$ cat src/rtl/muldiv_unit_pkg.sv
// Shared encodings and helpers for the iterative multiply/divide unit.
package muldiv_unit_pkg;

    localparam int MD_W = 32;

    // Operation codes, sampled with start.
    typedef enum logic [1:0] {
        MD_MULT  = 2'd0,
        MD_MULTU = 2'd1,
        MD_DIV   = 2'd2,
        MD_DIVU  = 2'd3
    } md_op_e;

    // Control FSM states.
    typedef enum logic [1:0] {
        MD_IDLE = 2'd0,
        MD_CALC = 2'd1,
        MD_FIX  = 2'd2
    } md_state_e;

    // Signed operations take magnitudes; unsigned ones pass through.
    function automatic logic op_is_signed(input md_op_e o);
        return (o == MD_MULT) || (o == MD_DIV);
    endfunction

    // Two's-complement magnitude. 0x80000000 maps to itself, which the
    // unsigned datapath reads correctly as 2^31.
    function automatic logic [MD_W-1:0] mag32(input logic [MD_W-1:0] v, input logic neg);
        return neg ? (~v + 1'b1) : v;
    endfunction

endpackage

$ cat src/rtl/muldiv_unit.sv
// Iterative 32-bit multiply/divide unit holding the architectural HI/LO
// registers. One result bit per clock: 32 CALC cycles plus one FIX cycle.
import muldiv_unit_pkg::*;

module muldiv_unit #(
    parameter int WIDTH = 32
) (
    input  logic             clk,
    input  logic             rst,
    input  logic [WIDTH-1:0] a,
    input  logic [WIDTH-1:0] b,
    input  logic [1:0]       op,
    input  logic             start,
    input  logic             hi_we,
    input  logic             lo_we,
    input  logic [WIDTH-1:0] wdata,
    output logic             busy,
    output logic             done,
    output logic [WIDTH-1:0] hi,
    output logic [WIDTH-1:0] lo
);

    md_state_e        state;
    md_op_e           op_reg;
    logic             sign_a;
    logic             sign_b;
    logic             b_zero;
    logic [5:0]       cnt;
    // {carry, HI accumulator / partial remainder, LO shift register}
    logic [2*WIDTH:0] acc;
    logic [WIDTH-1:0] opb;

    md_op_e           op_in;
    logic             in_signed;
    logic             in_sa;
    logic             in_sb;
    logic [WIDTH-1:0] a_mag;
    logic [WIDTH-1:0] b_mag;

    logic [WIDTH:0]   mul_sum;
    logic [2*WIDTH:0] mul_next;
    logic [WIDTH:0]   div_rem;
    logic [WIDTH+1:0] div_trial;
    logic             div_ok;
    logic [2*WIDTH:0] div_next;

    logic             is_mul;
    logic [2*WIDTH-1:0] prod_fix;
    logic [WIDTH-1:0] quot_fix;
    logic [WIDTH-1:0] rem_fix;

    assign op_in     = md_op_e'(op);
    assign in_signed = op_is_signed(op_in);
    assign in_sa     = in_signed & a[WIDTH-1];
    assign in_sb     = in_signed & b[WIDTH-1];
    assign a_mag     = mag32(a, in_sa);
    assign b_mag     = mag32(b, in_sb);
    assign is_mul    = (op_reg == MD_MULT) || (op_reg == MD_MULTU);

    // One iteration of shift-add multiply and restoring divide.
    always_comb begin
        mul_sum   = acc[2*WIDTH:WIDTH] + (acc[0] ? {1'b0, opb} : {(WIDTH+1){1'b0}});
        mul_next  = {1'b0, mul_sum, acc[WIDTH-1:1]};
        div_rem   = acc[2*WIDTH-1:WIDTH-1];
        div_trial = {1'b0, div_rem} - {2'b00, opb};
        div_ok    = ~div_trial[WIDTH+1];
        div_next  = {(div_ok ? div_trial[WIDTH:0] : div_rem), acc[WIDTH-2:0], div_ok};
    end

    // Sign correction applied in FIX; divide-by-zero forces an all-ones quotient.
    always_comb begin
        prod_fix = (op_reg == MD_MULT && (sign_a ^ sign_b)) ? (~acc[2*WIDTH-1:0] + 1'b1)
                                                             : acc[2*WIDTH-1:0];
        quot_fix = (sign_a ^ sign_b) ? (~acc[WIDTH-1:0] + 1'b1) : acc[WIDTH-1:0];
        rem_fix  = sign_a ? (~acc[2*WIDTH-1:WIDTH] + 1'b1) : acc[2*WIDTH-1:WIDTH];
        if (b_zero) begin
            quot_fix = {WIDTH{1'b1}};
        end
    end

    // Control FSM with registered busy/done and the HI/LO registers.
    always_ff @(posedge clk or negedge rst) begin
        if (!rst) begin
            state  <= MD_IDLE;
            op_reg <= MD_MULT;
            sign_a <= 1'b0;
            sign_b <= 1'b0;
            b_zero <= 1'b0;
            cnt    <= '0;
            acc    <= '0;
            opb    <= '0;
            busy   <= 1'b0;
            done   <= 1'b0;
            hi     <= '0;
            lo     <= '0;
        end else begin
            case (state)
                MD_IDLE: begin
                    done <= 1'b0;
                    if (start) begin
                        // Start wins over a simultaneous MTHI/MTLO.
                        op_reg <= op_in;
                        sign_a <= in_sa;
                        sign_b <= in_sb;
                        b_zero <= (b == '0);
                        acc    <= {{(WIDTH+1){1'b0}}, a_mag};
                        opb    <= b_mag;
                        cnt    <= 6'd31;
                        busy   <= 1'b1;
                        state  <= MD_CALC;
                    end else begin
                        if (hi_we) hi <= wdata;
                        if (lo_we) lo <= wdata;
                    end
                end
                MD_CALC: begin
                    acc <= is_mul ? mul_next : div_next;
                    if (cnt == 6'd0) begin
                        state <= MD_FIX;
                    end else begin
                        cnt <= cnt - 6'd1;
                    end
                end
                MD_FIX: begin
                    if (is_mul) begin
                        hi <= prod_fix[2*WIDTH-1:WIDTH];
                        lo <= prod_fix[WIDTH-1:0];
                    end else begin
                        hi <= rem_fix;
                        lo <= quot_fix;
                    end
                    busy  <= 1'b0;
                    done  <= 1'b1;
                    state <= MD_IDLE;
                end
                default: begin
                    busy  <= 1'b0;
                    done  <= 1'b0;
                    state <= MD_IDLE;
                end
            endcase
        end
    end

endmodule

$ cat config.mk
export PLATFORM = sky130hd
export DESIGN_NAME = muldiv_unit
export DESIGN_NICKNAME = d
export VERILOG_FILES = /design/src/rtl/muldiv_unit_pkg.sv /design/src/rtl/muldiv_unit.sv
export SDC_FILE = /design/constraint.sdc
export NUM_CORES = 1
export LEC_CHECK = 0
export CELL_PAD_IN_SITES_DETAIL_PLACEMENT = 1
export CELL_PAD_IN_SITES_GLOBAL_PLACEMENT = 1
export CORE_UTILIZATION = 46
export DETAILED_ROUTE_END_ITERATION = 8
export MAX_ROUTING_LAYER = met4
export PLACE_DENSITY_LB_ADDON = 0.2
export SYNTH_ARGS = -nofsm -noshare
export SYNTH_HDL_FRONTEND = slang
export SYNTH_SLANG_ARGS = --single-unit
$ cat constraint.sdc
create_clock -name clk -period 10.3 [get_ports clk]
set_clock_uncertainty 0.2 [all_clocks]
set_input_delay 1.545 -clock clk [delete_from_list [all_inputs] [get_ports clk]]
set_output_delay 1.545 -clock clk [all_outputs]
set_load 0.1 [all_outputs]
After elaboration in Yosys (flattened, before gate mapping):

Cells that the tools add are included.

* add/sub/neg operators: 8
* reduce and logical (&&, ||, !) cells: 17
* multiplexer cells: 28
* bitwise logic cells: 10
* eq/ne operators: 10

Operators with widths (number)
* $mux 32: 12
* $mux 65: 2
* $pmux 65 s2: 1
* $add 32x1->32 const B: 4
* $not 32->32: 4
* $pmux 32 s2: 2
* $add 64x1->64 const B: 1
* $mux 64: 1
* $not 64->64: 1
* $sub 33x32->34: 1
* $add 33x32->33: 1
* $mux 33: 1
* $logic_not 32->1: 1
* $mux 6: 2
* $ne 2x2->1 const B: 6
* $pmux 6 s2: 1
* $reduce_and 3->1: 3
* $reduce_and 2->1: 4
* $logic_not 2->1: 3
* $logic_not 6->1: 1
* $sub 6x1->6 const B: 1
* $eq 2x1->1 const B: 2
* $eq 2x2->1 const B: 2
* $mux 2: 2
* 9 further kinds: 14

* register bits after elaboration: 176
* logic and storage cells: 85
* input port bits: 103

Longest topological paths before layout:

* depth after elaboration: 6
* mapped depth: 13

Worst setup path after synthesis:

Ideal clock, no wire load.

* path kind: input -> register
* start point: input port a[13]
* end point: register acc[25]
* cell stages on the path: 8
* data arrival time: 3473 ps
* slack: 6491 ps
* setup time: 137 ps
* cell sequence: or4_1 -> nor4_1 -> nand2_1 -> or3_1 -> o31ai_1 -> o21ai_0 -> xnor2_1 -> a21oi_1

* longest elaborated chain between the ends: 5

Ends and longest elaborated chain
* start: declaration: line muldiv_unit.sv:10 `input logic [WIDTH-1:0] a,`
* $not 32->32: line muldiv_unit_pkg.sv:29 `return neg ? (~v + 1'b1) : v;`
* $add 32x1->32: line muldiv_unit_pkg.sv:29
* $mux 32: line muldiv_unit_pkg.sv:29
* $mux 65: line muldiv_unit.sv:100 `if (start) begin`
* $pmux 65 s2: line muldiv_unit.sv:97 `case (state)`
* end signal: assignment: line muldiv_unit.sv:106 `acc <= {{(WIDTH+1){1'b0}}, a_mag};`
* end signal: assignment: line muldiv_unit.sv:117 `acc <= is_mul ? mul_next : div_next;`
* end: declaration: line muldiv_unit.sv:30 `logic [2*WIDTH:0] acc;`

Every way passes these cells. The select of a mux whose other input is x is not followed.
A chain may end at the register's enable or synchronous reset.

Worst setup path after layout:

* start point: register acc[31]
* end point: register acc[64]

* longest elaborated chain between the ends: 4

Ends and longest elaborated chain
* $sub 33x32->34: line muldiv_unit.sv:65 `div_trial = {1'b0, div_rem} - {2'b00, opb};`
* $mux 33: line muldiv_unit.sv:67 `div_next = {(div_ok ? div_trial[WIDTH:0] : div_rem), acc[WIDTH-2:0], div_ok};`
* $mux 65: line muldiv_unit.sv:117
* $pmux 65 s2: line muldiv_unit.sv:97

Every way passes these cells.

==> summary.txt <==
status - complete, no violations
register area - 4410 um^2
Final #Nets - 2148
DRT Pass-1 Iters - 5
number of global-route vias before repair - 14900
max_slew headroom - 24.1%
Vias/cell - 6.24
Area contributors post-synth - dfrtp_1 30%, o21ai_0 7.6%, xnor2_1 6.6%, nand2_1 6.1%, ha_1 6.0%
Multi-input gate area - 9610 um^2
Syn Nets - 2051
min Tclk post-route - 4.54 ns
adder-cell area share of the yosys netlist - 6.25%
CP Capture Type - flip-flop
Avg Synthesized Cell Area - 7.81 um^2
hold crit path type - flip-flop to flip-flop
placed cell areas - 16600 um^2
top cell type's share of synthesized area - 30.1%
area leader, netlist - dfrtp_1
setup TNS - 0 ns
clk slew on worst S/H paths - 0.07 ns
max reg flops - 65
crit path launch type - flip-flop
port bufs - 168
fillers - 3835
area of the die - 32600 um^2
CTS Root Buffer Type - clkbuf_16
DR WL/cell - 22.4 um
CP peak stage delay - 0.94 ns
Sink Count - 176
period utilisation layout - 44.1%
critical path's slowest cell - a2111oi_0
EDFF count, synth - 0
first-pass GRT wire length - 85000 um
Detailed Place HPWL - 40900 um
DRC - 0
Max Fanout on Critical Path - 4
commonest cells after routing, fill and taps aside - 238 x nand2_1, 223 x o21ai_0, 175 x dfrtp_1, 167 x clkdlybuf4s50_1, 149 x a21oi_1
unrepaired setup endpoints after global routing - false
most common cell after layout, fill and taps aside - nand2_1
Row Count - 64
io pins - 169
Initial Util - 47.3%
cells along the critical path - inv_1 > ha_1 > inv_1 > fa_1 > a211o_1 > a31oi_1 > o21ai_0 > buf_4 > a2111oi_0 > o21ai_0 > a311oi_1 > mux2i_1 > o21ai_0
Max clock buf depth - 2
final WL - 53400 um
post-cts resize count - 0
post-synthesis xor/xnor area fraction - 10.2%
largest net degree at the start of global routing - 103
Async SR Flop Fraction - 100%
largest family of logic cells by synthesized area - compound AO/OA/AOI/OAI gates
Worst Path Required - 10.41 ns
CTS H-tree depth - 4
Gate Count Post-Synth - 1876
CP most frequent cell - o21ai_0
CTS tree - yes
CTS Hold Bufs - 0
simple logic cell fraction of the synthesized area - 19.2%
CP arrival - 4.65 ns
gr usage total - 34.1%
Seq/Total Area, Yosys - 30.1%
total CTS buffers - 17
first-iteration detailed-routing DRC count - 1226
Compound-Gate Fraction of Synth Area - 26.4%
synth warn - 0
Final GP Congestion - 0.924
total setup buffers inserted after CTS - 0
vias - 14900
post-route cell area - 17200 um^2
Top FF cell, synth - dfrtp_1
initial antenna violation count - 1
Finish-stage setup viols - 0
Top reg by flops - acc
area delta synth->final - 17.4%
Pins Over Slew Limit - 0
kind of critical path - flip-flop to flip-flop
Detail Route Antenna Nets - 0
share of cells above drive strength 1 - 4.53%
final hold viol count - 0
Mapped Area - 14600 um^2
Max-Cap Viols - 0
die height - 180 um
Fmax achieved - 220 MHz
worst skew pair latency - 0.46 ns
Worst Tran Pin Value - 1.11 ns
mux cell area share after synthesis - 3.32%
core area - 31000 um^2
Die X - 180 um
Netlist cell types - 72
post-synthesis register bit count - 176
Remaining Overflow, GRT - 0
==> synth_stat cells, drive strengths merged (36+ instances only) <==
| cell type | count |
|---|---|
| nand2 | 238 |
| o21ai | 224 |
| dfrtp | 176 |
| a21oi | 149 |
| nor2 | 144 |
| xnor2 | 111 |
| clkbuf | 104 |
| ha | 70 |
| inv | 65 |
| xor2 | 59 |
| mux2i | 43 |
| nor3 | 40 |
| o22ai | 36 |
==> metrics by stage <==
stage | hold WS [ns] | setup slack (ns) | instances | utilization [%]
after floorplan | 0.250 | 6.49 | 1876 | -
after global placement | 0.262 | 5.78 | 2350 | 53.6
after detailed placement | 0.269 | 5.61 | 2350 | 53.6
after CTS | 0.285 | 5.90 | 2382 | 55.5
after global routing | 0.311 | 5.63 | 2383 | 55.5
final | 0.281 | 5.76 | 2383 | 55.5
==> critical path: cells and delay by family (launching register included) <==
kind | cells | cell delay (ns)
buf+inv | 3 | 0.38
compound gates | 7 | 2.55
fa+ha+maj | 2 | 0.61
flops | 1 | 0.42
mux | 1 | 0.23
==> path summary, 6_finish.rpt <==
| path | from | to | slack [ns] | cells after the start |
|---|---|---|---|---|
| worst max-delay path | acc[31] | acc[64] | 5.76 | 13 |
| worst max register to register | acc[31] | acc[64] | 5.76 | 13 |
| worst min-delay path | lo[14] | lo[14] | 0.28 | 2 |
| max in group asynchronous | rst | op_reg[1] | 7.68 | 2 |
| worst min register to register | lo[14] | lo[14] | 0.28 | 2 |
| min in group asynchronous | rst | lo[19] | 0.82 | 1 |
==> layer usage <==
metal / GRT usage [%] / routed length [um]
met1: 47.4 / 25100
met3: 4.93 / 3140
met2: 51.8 / 24000
met5: - / 0
met4: 9.06 / 1170
==> logic make-up after synthesis <==
logic type | count (synthesis)
DFF | 176
AOI/OAI and AO/OA | 632
muxes | 48
xor gates and xnor gates | 170
and+or+nand+nor | 601
adders and majority gates | 72
buffers and inverters | 177
==> final cells by class <==
cell class / count / share of cell area, %
Antenna cell: 1 / 0.0146
Clock buffer: 20 / 2.54
Clock inverter: 12 / 0.880
Inverter: 65 / 1.42
Multi-Input combinational cell: 1523 / 55.9
Sequential cell: 176 / 25.6
Tap cell: 396 / 2.88
Timing Repair Buffer: 190 / 10.7
Power is left out: the tool's default activity adds up to more than one toggle a clock period on the data nets, which glitch-free logic cannot reach.
